===== src/rtl/timer_counter.sv =====
// timer_counter: memory-mapped down-counting timer with one-shot and auto-reload modes.
// Register map on Addr[1:0] (byte address bits [3:2]):
//   0 CTRL, 1 PRESET, 2 COUNT (read-only), 3 reserved (reads 0).
// Optional feature macro: TIMER_AUTORELOAD_EN enables mode 01 auto-reload.
// Without it, mode 01 is stored as 00 and the INT->LOAD path is not built.

package timer_counter_pkg;

  localparam int unsigned DATA_W = 32;
  localparam int unsigned ADDR_W = 30;
  localparam int unsigned CTRL_W = 4;

  typedef enum logic [1:0] {
    REG_CTRL   = 2'd0,
    REG_PRESET = 2'd1,
    REG_COUNT  = 2'd2,
    REG_RSVD   = 2'd3
  } reg_sel_t;

  typedef enum logic [1:0] {
    S_IDLE = 2'd0,
    S_LOAD = 2'd1,
    S_CNT  = 2'd2,
    S_INT  = 2'd3
  } state_t;

  // CTRL layout: [3] IM, [2:1] Mode, [0] Enable
  typedef struct packed {
    logic       im;
    logic [1:0] mode;
    logic       en;
  } ctrl_t;

  localparam logic [1:0] MODE_ONESHOT = 2'b00;
  localparam logic [1:0] MODE_RELOAD  = 2'b01;

endpackage

module timer_counter
  import timer_counter_pkg::*;
(
  input  logic              clk,
  input  logic              reset_n,
  input  logic [ADDR_W-1:0] Addr,
  input  logic              WE,
  input  logic [DATA_W-1:0] Din,
  output logic [DATA_W-1:0] Dout,
  output logic              IRQ
);

  state_t            state_q, state_d;
  ctrl_t             ctrl_q, ctrl_d, ctrl_wr;
  logic [DATA_W-1:0] preset_q, preset_d;
  logic [DATA_W-1:0] count_q, count_d;
  logic              flag_q, flag_d;
  logic              irq_q, irq_d;
  logic              enter_int;

  reg_sel_t          sel;
  logic              ctrl_we;
  logic              preset_we;
  logic              unused_addr;

  // Only the low two word-address bits select a register; the bridge already decoded the rest
  assign sel         = reg_sel_t'(Addr[1:0]);
  assign ctrl_we     = WE && (sel == REG_CTRL);
  assign preset_we   = WE && (sel == REG_PRESET);
  assign unused_addr = ^Addr[ADDR_W-1:2];

  // Sanitise the CTRL write value: upper bits dropped, mode 01 folded when reload is absent
  always_comb begin
    ctrl_wr = ctrl_t'(Din[CTRL_W-1:0]);
`ifndef TIMER_AUTORELOAD_EN
    if (ctrl_wr.mode == MODE_RELOAD) begin
      ctrl_wr.mode = MODE_ONESHOT;
    end
`endif
  end

  // Next-state, counter, register-write and interrupt-flag logic
  always_comb begin
    state_d   = state_q;
    ctrl_d    = ctrl_q;
    preset_d  = preset_q;
    count_d   = count_q;
    flag_d    = flag_q;
    enter_int = 1'b0;

    case (state_q)
      S_IDLE: begin
        if (ctrl_q.en) begin
          state_d = S_LOAD;
        end
      end

      S_LOAD: begin
        count_d = preset_q;
        state_d = S_CNT;
      end

      S_CNT: begin
        if (!ctrl_q.en) begin
          state_d = S_IDLE;
        end else if (count_q > DATA_W'(1)) begin
          count_d = count_q - DATA_W'(1);
        end else begin
          // COUNT is 1 or already 0: land on zero and raise the interrupt
          count_d   = '0;
          state_d   = S_INT;
          enter_int = 1'b1;
        end
      end

      S_INT: begin
`ifdef TIMER_AUTORELOAD_EN
        if (ctrl_q.mode == MODE_RELOAD) begin
          state_d = S_LOAD;
          flag_d  = 1'b0;
        end else begin
          state_d   = S_IDLE;
          ctrl_d.en = 1'b0;
        end
`else
        state_d   = S_IDLE;
        ctrl_d.en = 1'b0;
`endif
      end

      default: begin
        state_d = S_IDLE;
      end
    endcase

    // A CPU CTRL write overrides the hardware Enable clear and acknowledges the flag
    if (ctrl_we) begin
      ctrl_d = ctrl_wr;
      flag_d = 1'b0;
    end

    // PRESET only feeds COUNT at the next LOAD, so a write here never disturbs counting
    if (preset_we) begin
      preset_d = Din;
    end

    // Expiry takes priority over a same-cycle acknowledge so no interrupt is lost
    if (enter_int) begin
      flag_d = 1'b1;
    end

    // IRQ is registered from next-state values so it appears on the same edge as the flag
    irq_d = flag_d & ctrl_d.im;
  end

  // State and register flops
  always_ff @(posedge clk or negedge reset_n) begin
    if (!reset_n) begin
      state_q  <= S_IDLE;
      ctrl_q   <= '0;
      preset_q <= '0;
      count_q  <= '0;
      flag_q   <= 1'b0;
      irq_q    <= 1'b0;
    end else begin
      state_q  <= state_d;
      ctrl_q   <= ctrl_d;
      preset_q <= preset_d;
      count_q  <= count_d;
      flag_q   <= flag_d;
      irq_q    <= irq_d;
    end
  end

  // Zero-latency read mux
  always_comb begin
    Dout = '0;
    case (sel)
      REG_CTRL:   Dout = {{(DATA_W - CTRL_W){1'b0}}, ctrl_q};
      REG_PRESET: Dout = preset_q;
      REG_COUNT:  Dout = count_q;
      default:    Dout = '0;
    endcase
  end

  assign IRQ = irq_q;

endmodule


===== config.mk =====
export PLATFORM = sky130hd
export DESIGN_NAME = timer_counter
export DESIGN_NICKNAME = d
export VERILOG_FILES = /design/src/rtl/timer_counter.sv
export SDC_FILE = /design/constraint.sdc
export NUM_CORES = 1
export LEC_CHECK = 0
export BUFFER_PORTS_ARGS = -buffer_cell sky130_fd_sc_hd__buf_2
export CAP_MARGIN = 30
export CORE_ASPECT_RATIO = 0.5
export CORE_MARGIN = 2
export CORE_UTILIZATION = 54
export CTS_CLUSTER_DIAMETER = 40
export DETAILED_ROUTE_END_ITERATION = 10
export GPL_TIMING_DRIVEN = 0
export MAX_ROUTING_LAYER = met4
export PLACE_DENSITY = 0.87
export REMOVE_ABC_BUFFERS = 1
export SYNTH_ARGS = -nofsm -noshare
export SYNTH_HDL_FRONTEND = slang
export SYNTH_SLANG_ARGS = --single-unit

===== constraint.sdc =====
create_clock -name clk -period 2.36 [get_ports clk]
set_input_delay 0.354 -clock clk [delete_from_list [all_inputs] [get_ports clk]]
set_output_delay 0.354 -clock clk [all_outputs]
set_load 0.02 [all_outputs]

==> results.yml <==
setup_path:
  cp_data_required_time_ns: 2.59
  startpoint_type: "flop"
  critPathArrivalTime_ns: 2.50
  criticalPathCategory: "reg2reg"
  crit_family: "compound AO/OA/AOI/OAI gates"
  cpPeakStageDelay_ns: 0.52
  critPathBufInv: 1
  worstPathMaxFanout: 14
  crit_path_cell_trace: "inv_1 -> ha_1 -> o21ba_2 -> nand4_1 -> o31a_2 -> a32o_1 -> a21o_1"
  cp_slowest_cell: "o31a_2"
  endpoint_kind: "flop"
sta:
  setup_viol: 0
  hold_violations: 0
  fmax_ghz: 0.441
  final_max_slew_viol_count: 0
  hold_ws_ns: 0.125
  final.min_clock_period_ns: 2.27
  slew_headroom: 0.379
  finalClockSkew_ns: 0.00742
  worst_slew_pin_slew_ns: 0.932
  fin_crit_sh: 0.962
global_routing:
  grt.total_usage: 0.280
  antenna_found_initial: 0
  grt_pass1_wl_mm: 17.8
  grt_pass1_vias: 3514
  overflow: 0
  grt_max_degree: 73
synth:
  ys_async_sr_fraction: 1.00
  avgSynthCellArea_sq_um: 10.1
  ys_seq_elements: 72
  netlist_instances: 409
  netlist_area_sq_um: 4120
  synth_enable_flop_cells: 0
  yosysWarnings: 0
  synthFlopType: "dfrtp_1"
  ys_types: 59
  yosysSeqAreaShare: 0.438
die:
  dieArea_sq_um: 8380
  die_w_microns: 127
  start_util: 0.560
  die_y_microns: 65.7
  pin_count: 98
  core_sq_um: 7350
  rows: 22
power:
  leakage_nw: 2.19
  power.internal_mw: 3.67
  p_per_area_nw_per_um2: 1230
  seq_power_share: 0.373
  ir_drop_mv: 0.662
  clockPowerShare: 0.237
  swShare: 0.406
  p_comb_frac: 0.390
  power.switching_mw: 2.51
cts:
  hold_buffers: 0
  cts_tree: "yes"
  clock-sinks: 72
  htreeDepth: 3
  clockBufferDepth: 2
  clk_latency_ns: 0.34
  cts_made_buffers: 9
  clk_pin_slew_ns: 0.06
  clock-root-buffer: "clkbuf_16"
place:
  hpwlAfterDp_mm: 7.27
  port_buffers: 69
  place_area_sq_um: 4560
  gp_congestion: 0.878
routing:
  viasPerCell: 6.65
  drt-initial-drc-count: 543
  routedWlPerCell_microns: 19.4
  vias: 3850
  dr.pass1.iters: 5
  drtAntennaViolNets: 0
  wl_mm: 11.2
  route.detailed.drc: 0
layout:
  final_common_cell: "dfrtp_1"
  drive_gt1_frac: 0.325
  nFillCells: 544
  n_antenna_cell: 0
  nets: 545
  area_growth_pct: 22.0
  layout_common_cells: "dfrtp_1, buf_2, nand2_1"
  finalInstanceArea_sq_um: 5020
flow_run:
  max_cap_violations: 0
worst_hold_path:
  hold_class: "in2async"
run_status:
  status: "finished, final reports clean"
==> timing repair <==
item	4_1_cts	5_1_grt
endpoints found under the setup margin	37	22
pin swaps	1	2
setup buffers	7	5
resized for setup	5	11
==> final cells by class <==
cell class | instances | area, sq um | share of cell area
flip-flops and latches | 72 | 1800 | 0.359
inverters | 8 | 30.0 | 0.00598
clock buffers | 13 | 250 | 0.0498
repair buffers | 86 | 518 | 0.103
well taps | 96 | 120 | 0.0239
clock inverters | 3 | 65.1 | 0.0130
multi-input cells | 301 | 2240 | 0.445
==> worst reg2reg max path: cells and delay by family, from the launching register on <==
kind                       cells  cell delay, ns
and+or+nand+nor                1            0.22
DFF                            1            0.45
buffers and inverters          1            0.13
adders and majority gates      1            0.24
AOI/OAI and AO/OA              4            1.12
==> per-layer routing <==
| metal | part of all wire | track usage |
|---|---|---|
| met1 | 0.44 | 0.379 |
| met2 | 0.45 | 0.406 |
| met3 | 0.093 | 0.0749 |
| met4 | 0.016 | 0.107 |
| met5 | 0 | - |
==> power groups by stage <==
| stage | logic (mW) | clock network (mW) | registers (mW) |
|---|---|---|---|
| detailed placement | 2.18 | 0 | 2.25 |
| global placement | 2.06 | 0 | 2.22 |
| global route | 2.61 | 1.54 | 2.36 |
| finish | 2.41 | 1.46 | 2.30 |
| floorplan | 1.62 | 0 | 2.10 |
| CTS | 2.24 | 1.47 | 2.25 |
==> kinds of logic (layout without fill, tap and decap cells) <==
group                      count (synthesis)  in the layout  synth area share
and+or+nand+nor                          141            141             0.196
muxes                                     38             38             0.102
buffers and inverters                     36            110            0.0368
adders and majority gates                  2              2           0.00608
DFF                                       72             72             0.438
AOI/OAI and AO/OA                        120            120             0.221
==> Yosys cell counts, drive strengths merged (4+ instances only) <==
cell | n | area [sq um]
nor4 | 7 | 101
clkbuf | 16 | 60.1
o21ai | 15 | 75.1
nand2 | 36 | 135
and2 | 4 | 25.0
nand3 | 25 | 143
o211ai | 6 | 45.0
and3 | 17 | 106
nand4 | 11 | 68.8
a21oi | 24 | 120
nor3 | 6 | 35.0
buf | 12 | 61.3
inv | 8 | 30.0
a22o | 28 | 245
mux2 | 33 | 372
o221ai | 4 | 35.0
o311ai | 18 | 158
nor2b | 4 | 25.0
or3 | 5 | 31.3
nor2 | 16 | 60.1
mux2i | 5 | 50.1
dfrtp | 72 | 1800
==> through the flow <==
stage                     instances  power [mW]  setup TNS (ns)  worst slack [ns]  utilization
after floorplan                 381        3.72          -24.11            -0.730            -
after global placement          546        4.28         -126.62             -2.25        0.607
after detailed placement        551        4.43          -21.33            -0.787        0.620
after CTS                       574        5.96               0           0.00331        0.673
after global routing            579        6.52        -0.00566          -0.00566        0.683
final                           579        6.18               0            0.0905        0.683
==> path summary, 6_finish.rpt <==
path	depth (start not counted)	start	to	slack, ns
worst max-delay path	7	count_q[1]$_DFFE_PN0P_	count_q[13]$_DFFE_PN0P_	0.09
worst min-delay path	1	reset_n	preset_q[5]$_DFFE_PN0P_	0.12
worst max register to register	7	count_q[1]$_DFFE_PN0P_	count_q[13]$_DFFE_PN0P_	0.09
worst min register to register	2	ctrl_q[1]$_DFFE_PN0P_	ctrl_q[1]$_DFFE_PN0P_	0.48
max in group asynchronous	1	reset_n	count_q[0]$_DFFE_PN0P_	1.53
min in group clk	2	Din[5]	preset_q[5]$_DFFE_PN0P_	0.24
==> flip-flops by register name (all words and copies together), names as in the netlist <==
register,cells
count_q,32
preset_q,32
ctrl_q,4
state_q,2
IRQ,1
flag_q,1
No activity file was read; power rests on OpenSTA's default activity.
